===== src/rtl/store_align_buffer.sv =====
// Store alignment and write-buffer FIFO between the MEM stage and the data-memory write port.
// Also flags loads whose word address matches any queued store.
module store_align_buffer #(
  parameter int unsigned DEPTH = 4
) (
  input  logic                     i_clk,
  input  logic                     i_rst_n,
  input  logic                     i_st_valid,
  output logic                     o_st_ready,
  input  logic [31:0]              i_st_addr,
  input  logic [31:0]              i_st_data,
  input  logic [2:0]               i_st_funct3,
  output logic                     o_st_err,
  output logic                     o_dmem_valid,
  input  logic                     i_dmem_ready,
  output logic [31:0]              o_dmem_addr,
  output logic [31:0]              o_dmem_wdata,
  output logic [3:0]               o_dmem_mask,
  input  logic [31:0]              i_ld_addr,
  input  logic                     i_ld_valid,
  output logic                     o_ld_hazard,
  output logic [$clog2(DEPTH):0]   o_count
);

  localparam int unsigned AW = $clog2(DEPTH);
  localparam int unsigned CW = AW + 1;

  logic [29:0]    r_addr  [DEPTH];
  logic [31:0]    r_wdata [DEPTH];
  logic [3:0]     r_mask  [DEPTH];
  logic [AW-1:0]  r_head;
  logic [AW-1:0]  r_tail;
  logic [CW-1:0]  r_count;
  logic           r_st_err;

  logic [1:0]     w_off;
  logic [31:0]    w_wdata;
  logic [3:0]     w_mask;
  logic           w_err;
  logic           w_full;
  logic           w_accept;
  logic           w_push;
  logic           w_pop;
  logic           w_hit;
  logic           w_unused_ld_off;

  assign w_off = i_st_addr[1:0];

  always_comb begin
    w_wdata = '0;
    w_mask  = '0;
    w_err   = 1'b0;
    case (i_st_funct3)
      3'b000: begin
        w_wdata = {4{i_st_data[7:0]}};
        w_mask  = 4'b0001 << w_off;
      end
      3'b001: begin
        w_wdata = {2{i_st_data[15:0]}};
        w_mask  = w_off[1] ? 4'b1100 : 4'b0011;
        w_err   = w_off[0];
      end
      3'b010: begin
        w_wdata = i_st_data;
        w_mask  = '1;
        w_err   = (w_off != 2'b00);
      end
      default: w_err = 1'b1;
    endcase
  end

  // No full-bypass: a pop in the same cycle does not open a slot.
  assign w_full   = (r_count == CW'(DEPTH));
  assign w_accept = i_st_valid && !w_full;
  assign w_push   = w_accept && !w_err;
  assign w_pop    = (r_count != '0) && i_dmem_ready;

  always_ff @(posedge i_clk) begin
    if (!i_rst_n) begin
      r_head   <= '0;
      r_tail   <= '0;
      r_count  <= '0;
      r_st_err <= 1'b0;
    end else begin
      r_st_err <= w_accept && w_err;
      if (w_push) r_tail <= r_tail + 1'b1;
      if (w_pop)  r_head <= r_head + 1'b1;
      case ({w_push, w_pop})
        2'b10:   r_count <= r_count + 1'b1;
        2'b01:   r_count <= r_count - 1'b1;
        default: r_count <= r_count;
      endcase
    end
  end

  always_ff @(posedge i_clk) begin
    if (w_push) begin
      r_addr[r_tail]  <= i_st_addr[31:2];
      r_wdata[r_tail] <= w_wdata;
      r_mask[r_tail]  <= w_mask;
    end
  end

  // Walk occupied slots from the head so stale entries past the count never match.
  always_comb begin
    w_hit = 1'b0;
    for (int unsigned i = 0; i < DEPTH; i++) begin
      if ((CW'(i) < r_count) && (r_addr[r_head + AW'(i)] == i_ld_addr[31:2]))
        w_hit = 1'b1;
    end
  end

  assign w_unused_ld_off = ^i_ld_addr[1:0];

  assign o_st_ready   = !w_full;
  assign o_st_err     = r_st_err;
  assign o_dmem_valid = (r_count != '0);
  assign o_dmem_addr  = {r_addr[r_head], 2'b00};
  assign o_dmem_wdata = r_wdata[r_head];
  assign o_dmem_mask  = r_mask[r_head];
  assign o_ld_hazard  = i_ld_valid && w_hit;
  assign o_count      = r_count;

endmodule

===== config.mk =====
export PLATFORM = sky130hd
export DESIGN_NAME = store_align_buffer
export DESIGN_NICKNAME = d
export VERILOG_FILES = /design/src/rtl/store_align_buffer.sv
export SDC_FILE = /design/constraint.sdc
export NUM_CORES = 1
export LEC_CHECK = 0
export BUFFER_PORTS_ARGS = -buffer_cell sky130_fd_sc_hd__buf_2
export CAP_MARGIN = 15
export CORE_AREA = 2 2 186 188
export DETAILED_ROUTE_END_ITERATION = 8
export DIE_AREA = 0 0 188 190
export PLACE_DENSITY_LB_ADDON = 0.15
export SLEW_MARGIN = 10
export SYNTH_ARGS = -nofsm -noshare
export SYNTH_HDL_FRONTEND = slang
export SYNTH_SLANG_ARGS = --single-unit

===== constraint.sdc =====
create_clock -name i_clk -period 3.5 [get_ports i_clk]
set_input_delay 0.525 -clock i_clk [delete_from_list [all_inputs] [get_ports i_clk]]
set_output_delay 0.525 -clock i_clk [all_outputs]
set_load 0.01 [all_outputs]

==> report_table.html <==
<table>
<tr><th>Metric</th><th>Value</th></tr>
<tr><th colspan="2">Timing</th></tr>
<tr><td>Portion of the clock cycle consumed by the worst path in the final layout</td><td>107%</td></tr>
<tr><td>Final setup margin</td><td>-262 ps</td></tr>
<tr><td>Number of slew-limit violations in the final report</td><td>0</td></tr>
<tr><td>Min Clock Period, post-route</td><td>3760 ps</td></tr>
<tr><td>Measured slew at the worst slew-check pin</td><td>952 ps</td></tr>
<tr><td>Peak clock frequency supported by timing</td><td>0.266 GHz</td></tr>
<tr><td>Hold Worst Slack</td><td>147 ps</td></tr>
<tr><td>Number of hold violations in the final report</td><td>0</td></tr>
<tr><td>Setup repair after global routing missed its margin</td><td>yes</td></tr>
<tr><td>Final setup fails</td><td>1</td></tr>
<tr><td>Relative slew margins</td><td>36.3%</td></tr>
<tr><td>Post-route clock skew</td><td>8.86 ps</td></tr>
<tr><td>Total negative slack for setup checks</td><td>-262 ps</td></tr>
<tr><th colspan="2">Finish</th></tr>
<tr><td>Net count of the finished layout</td><td>1278</td></tr>
<tr><td>Final core area utilization</td><td>51.6%</td></tr>
<tr><td>Layout overhead on the synthesized area</td><td>19.7%</td></tr>
<tr><td>Final Non-Filler Cells</td><td>1648</td></tr>
<tr><td>Fraction of final layout cells with drive strength greater than 1</td><td>35.8%</td></tr>
<tr><th colspan="2">Synthesis</th></tr>
<tr><td>Synthesized area</td><td>0.0146 mm2</td></tr>
<tr><td>Share of Yosys cell area claimed by the top area cell type</td><td>54.2%</td></tr>
<tr><td>Most used standard cells in the synthesized netlist</td><td>edfxtp_1, mux4_2, mux2i_1, nor2_1, xor2_1</td></tr>
<tr><td>Number of synthesized register bits</td><td>274</td></tr>
<tr><td>Adder and majority cell fraction of the synthesized area</td><td>0.770%</td></tr>
<tr><td>Mapped Avg Cell Area</td><td>15.3 um2</td></tr>
<tr><td>Most instantiated library cell after synthesis</td><td>edfxtp_1</td></tr>
<tr><td>Yosys cell types</td><td>60</td></tr>
<tr><td>Largest family of logic cells by synthesized area</td><td>multiplexers</td></tr>
<tr><td>Complex-gate fraction of the synthesized area</td><td>5.59%</td></tr>
<tr><td>Post-synth top area cell</td><td>edfxtp_1</td></tr>
<tr><td>Cells taking the most area after synthesis</td><td>edfxtp_1, mux4_2, mux2i_1</td></tr>
<tr><td>Number of enable flip-flop cells after synthesis</td><td>264</td></tr>
<tr><td>Sequential element share of the synthesized area</td><td>55.6%</td></tr>
<tr><td>Commonest register cell after synthesis</td><td>edfxtp_1</td></tr>
<tr><td>Area share of and/or/nand/nor cells after synthesis</td><td>5.33%</td></tr>
<tr><td>Post-synthesis cell count</td><td>958</td></tr>
<tr><td>Yosys warning total</td><td>0</td></tr>
<tr><td>Share of async-settable or async-resettable flops after synthesis</td><td>0%</td></tr>
<tr><td>Multiplexer area fraction after synthesis</td><td>23.3%</td></tr>
<tr><td>Parity-gate share of the synthesized area counting xor and xnor cells</td><td>6.17%</td></tr>
<tr><th colspan="2">Global route</th></tr>
<tr><td>Remaining global-route overflow</td><td>0</td></tr>
<tr><td>Initial antenna violation count</td><td>4</td></tr>
<tr><td>Via count of the first global-routing pass</td><td>9456</td></tr>
<tr><td>Wire length of the first global-routing pass</td><td>60100 um</td></tr>
<tr><td>All-layer global routing usage</td><td>22.6%</td></tr>
<tr><td>Maximum number of pins on one net before global-route repair</td><td>67</td></tr>
<tr><th colspan="2">Worst hold path</th></tr>
<tr><td>WHS Path Cells</td><td>1</td></tr>
<tr><td>Type of the worst min-delay path</td><td>input pin to register</td></tr>
<tr><th colspan="2">Pwr</th></tr>
<tr><td>Sequential cell fraction of total power</td><td>39.2%</td></tr>
<tr><td>Proportion of total power due to net switching</td><td>29.6%</td></tr>
<tr><td>Relative contribution of combinational cells to total power</td><td>29.5%</td></tr>
<tr><td>Leak Pwr</td><td>0.00588 uW</td></tr>
<tr><td>Cell-internal power</td><td>6690 uW</td></tr>
<tr><td>Largest voltage drop on the vdd net</td><td>391 uV</td></tr>
<tr><td>Share of power burned in the clock network</td><td>31.3%</td></tr>
<tr><td>Total power density per cell area</td><td>542 mW/mm2</td></tr>
<tr><td>Net switching power</td><td>2810 uW</td></tr>
<tr><th colspan="2">Worst setup path</th></tr>
<tr><td>Type of the worst setup path</td><td>register to primary output</td></tr>
<tr><td>Required time worst endpoint</td><td>2970 ps</td></tr>
<tr><td>Data arrival time of the worst path</td><td>3240 ps</td></tr>
<tr><td>Crit-path max FO</td><td>6</td></tr>
<tr><td>Category of the worst setup path capture point</td><td>primary output</td></tr>
<tr><td>Cells on worst reg2reg path</td><td>6</td></tr>
<tr><td>CP startpoint kind</td><td>register</td></tr>
<tr><th colspan="2">Clock network</th></tr>
<tr><td>Clock tree from TritonCTS</td><td>built</td></tr>
<tr><td>Clock-pin transition on the worst setup and hold timing paths</td><td>60 ps</td></tr>
<tr><td>Cell at the root of the clock tree</td><td>clkbuf_16</td></tr>
<tr><td>H-tree levels</td><td>1</td></tr>
<tr><td>Max Root-Sink Buffers</td><td>3</td></tr>
<tr><td>Total CTS buffers</td><td>30</td></tr>
<tr><td>Num Clock Sinks</td><td>274</td></tr>
<tr><td>Clock network latency to the later pin of the worst-skew pair</td><td>590 ps</td></tr>
<tr><th colspan="2">Detailed routing</th></tr>
<tr><td>Detailed Routing Iterations Pass 1</td><td>5</td></tr>
<tr><td>Total routed wirelength</td><td>40100 um</td></tr>
<tr><td>Initial DRC count</td><td>746</td></tr>
<tr><td>Average wire per standard cell</td><td>24.4 um</td></tr>
<tr><td>Remaining number of nets flagged by the antenna check after routing</td><td>0</td></tr>
<tr><td>DR DRC count</td><td>0</td></tr>
<tr><td>Avg Vias per Cell</td><td>5.69</td></tr>
<tr><td>Count of vias placed by the detailed router</td><td>9370</td></tr>
<tr><th colspan="2">Floorplan</th></tr>
<tr><td>Die Width</td><td>188 um</td></tr>
<tr><td>Core footprint</td><td>0.0339 mm2</td></tr>
<tr><td>Initial Util</td><td>43.1%</td></tr>
<tr><td>Die Area</td><td>0.0357 mm2</td></tr>
<tr><td>Die height</td><td>190 um</td></tr>
<tr><td>Placement row count</td><td>68</td></tr>
<tr><td>Number of top-level design ports</td><td>179</td></tr>
<tr><th colspan="2">Flow run</th></tr>
<tr><td>Maximum capacitance violations</td><td>0</td></tr>
<tr><th colspan="2">Placement</th></tr>
<tr><td>Detailed Place HPWL</td><td>27300 um</td></tr>
<tr><td>Port Buf Inserts</td><td>174</td></tr>
<tr><td>Routability congestion estimate</td><td>0.944</td></tr>
<tr><td>Cell Count Post-Placement</td><td>1565</td></tr>
<tr><th colspan="2">Status</th></tr>
<tr><td>Result of the run</td><td>finished with violations</td></tr>
<tr><td>Violated checks</td><td>negative setup slack</td></tr>
</table>
-- stage by stage --
stage	instance area (um2)	total power [uW]	setup slack (ps)
final	17500	9500	-262
after global placement	16200	6260	234
after CTS	17400	9550	-277
after global routing	17500	9860	-394
after floorplan	14600	5550	171
after detailed placement	16200	6260	256
-- kinds of logic after synthesis --
group                      Yosys count
AOI/OAI and AO/OA                  130
adders and majority gates            9
DFF                                274
muxes                              200
other                                1
and+or+nand+nor                    157
xor gates and xnor gates           103
buffers and inverters               84
-- layer usage --
layer | global-route usage (%) | wire length, um
met3 | 4.78 | 2700
met1 | 28.9 | 16200
met2 | 38.4 | 19800
met4 | 7.78 | 1390
met5 | 0 | 0
-- timing repair --
item,in CTS,in global routing
buffers inserted,17,2
pin swaps,10,7
setup endpoints to repair,1,36
gates cloned,4,0
hold buffers,0,0
gates resized for setup,15,9
-- final timing paths --
check / start / to / slack [ps]
hold / removal: i_st_addr[26] / r_addr[3][24] / 150
setup / recovery: r_head[0] / o_ld_hazard / -260
hold reg to reg: r_tail[1] / r_tail[1] / 570
setup reg to reg: o_count[0] / r_wdata[2][6] / 1150
-- placed cells by master (no fill, tap or decap), types with 7 or more instances in the layout --
master     netlist  final
a21oi_1         55     55
and2_1          20     16
mux4_2         104    106
clkinv_2         0      8
nand2_1         22     22
ha_1             9      9
a211oi_1        10     10
mux2i_1         81     79
buf_2           16    174
mux2_2           7      7
nor4_1          20     17
o21ai_0         17     17
nor2b_1         13     13
clkbuf_16        0     30
xor2_1          57     56
xnor2_1         46     41
nor2_1          57     57
inv_1           13     13
buf_16           0      7
buf_12           3     12
buf_4            4     48
clkinv_1         0      8
o22ai_1         12     12
nand4_1          7      7
edfxtp_1       264    264
-- state kept, by name, indices dropped and copies added (netlist names), named ones only --
signal,flops
r_mask,16
o_count,3
r_wdata,128
r_tail,2
r_addr,120
r_head,2
o_st_err,1
-- power groups by stage --
stage                     clock network, uW  registers [uW]  logic (uW)
final                                  2970            3720        2800
after global routing                   3150            3730        2990
after CTS                              3040            3760        2750
after detailed placement                  0            3850        2410
after global placement                    0            3850        2410
after floorplan                           0            3760        1790
-- cell type report --
class	count	area [um2]
Sequential cell	274	8140
Antenna cell	4	10.0
Multi-Input combinational cell	601	6110
Tap cell	455	569
Clock buffer	35	769
Timing Repair Buffer	244	1700
Clock inverter	21	156
Fill cell	2869	16400
Inverter	14	52.6
-- worst max-delay path: stages, from the launching register on --
cell	delay [ps]
dfxtp_4	420
buf_12	140
buf_6	120
mux4_2	520
xnor2_2	160
nand2_1	100
or4_4	540
nor4_2	240
o41a_1	240
buf_2	160
(Power assumes the default switching activity.)
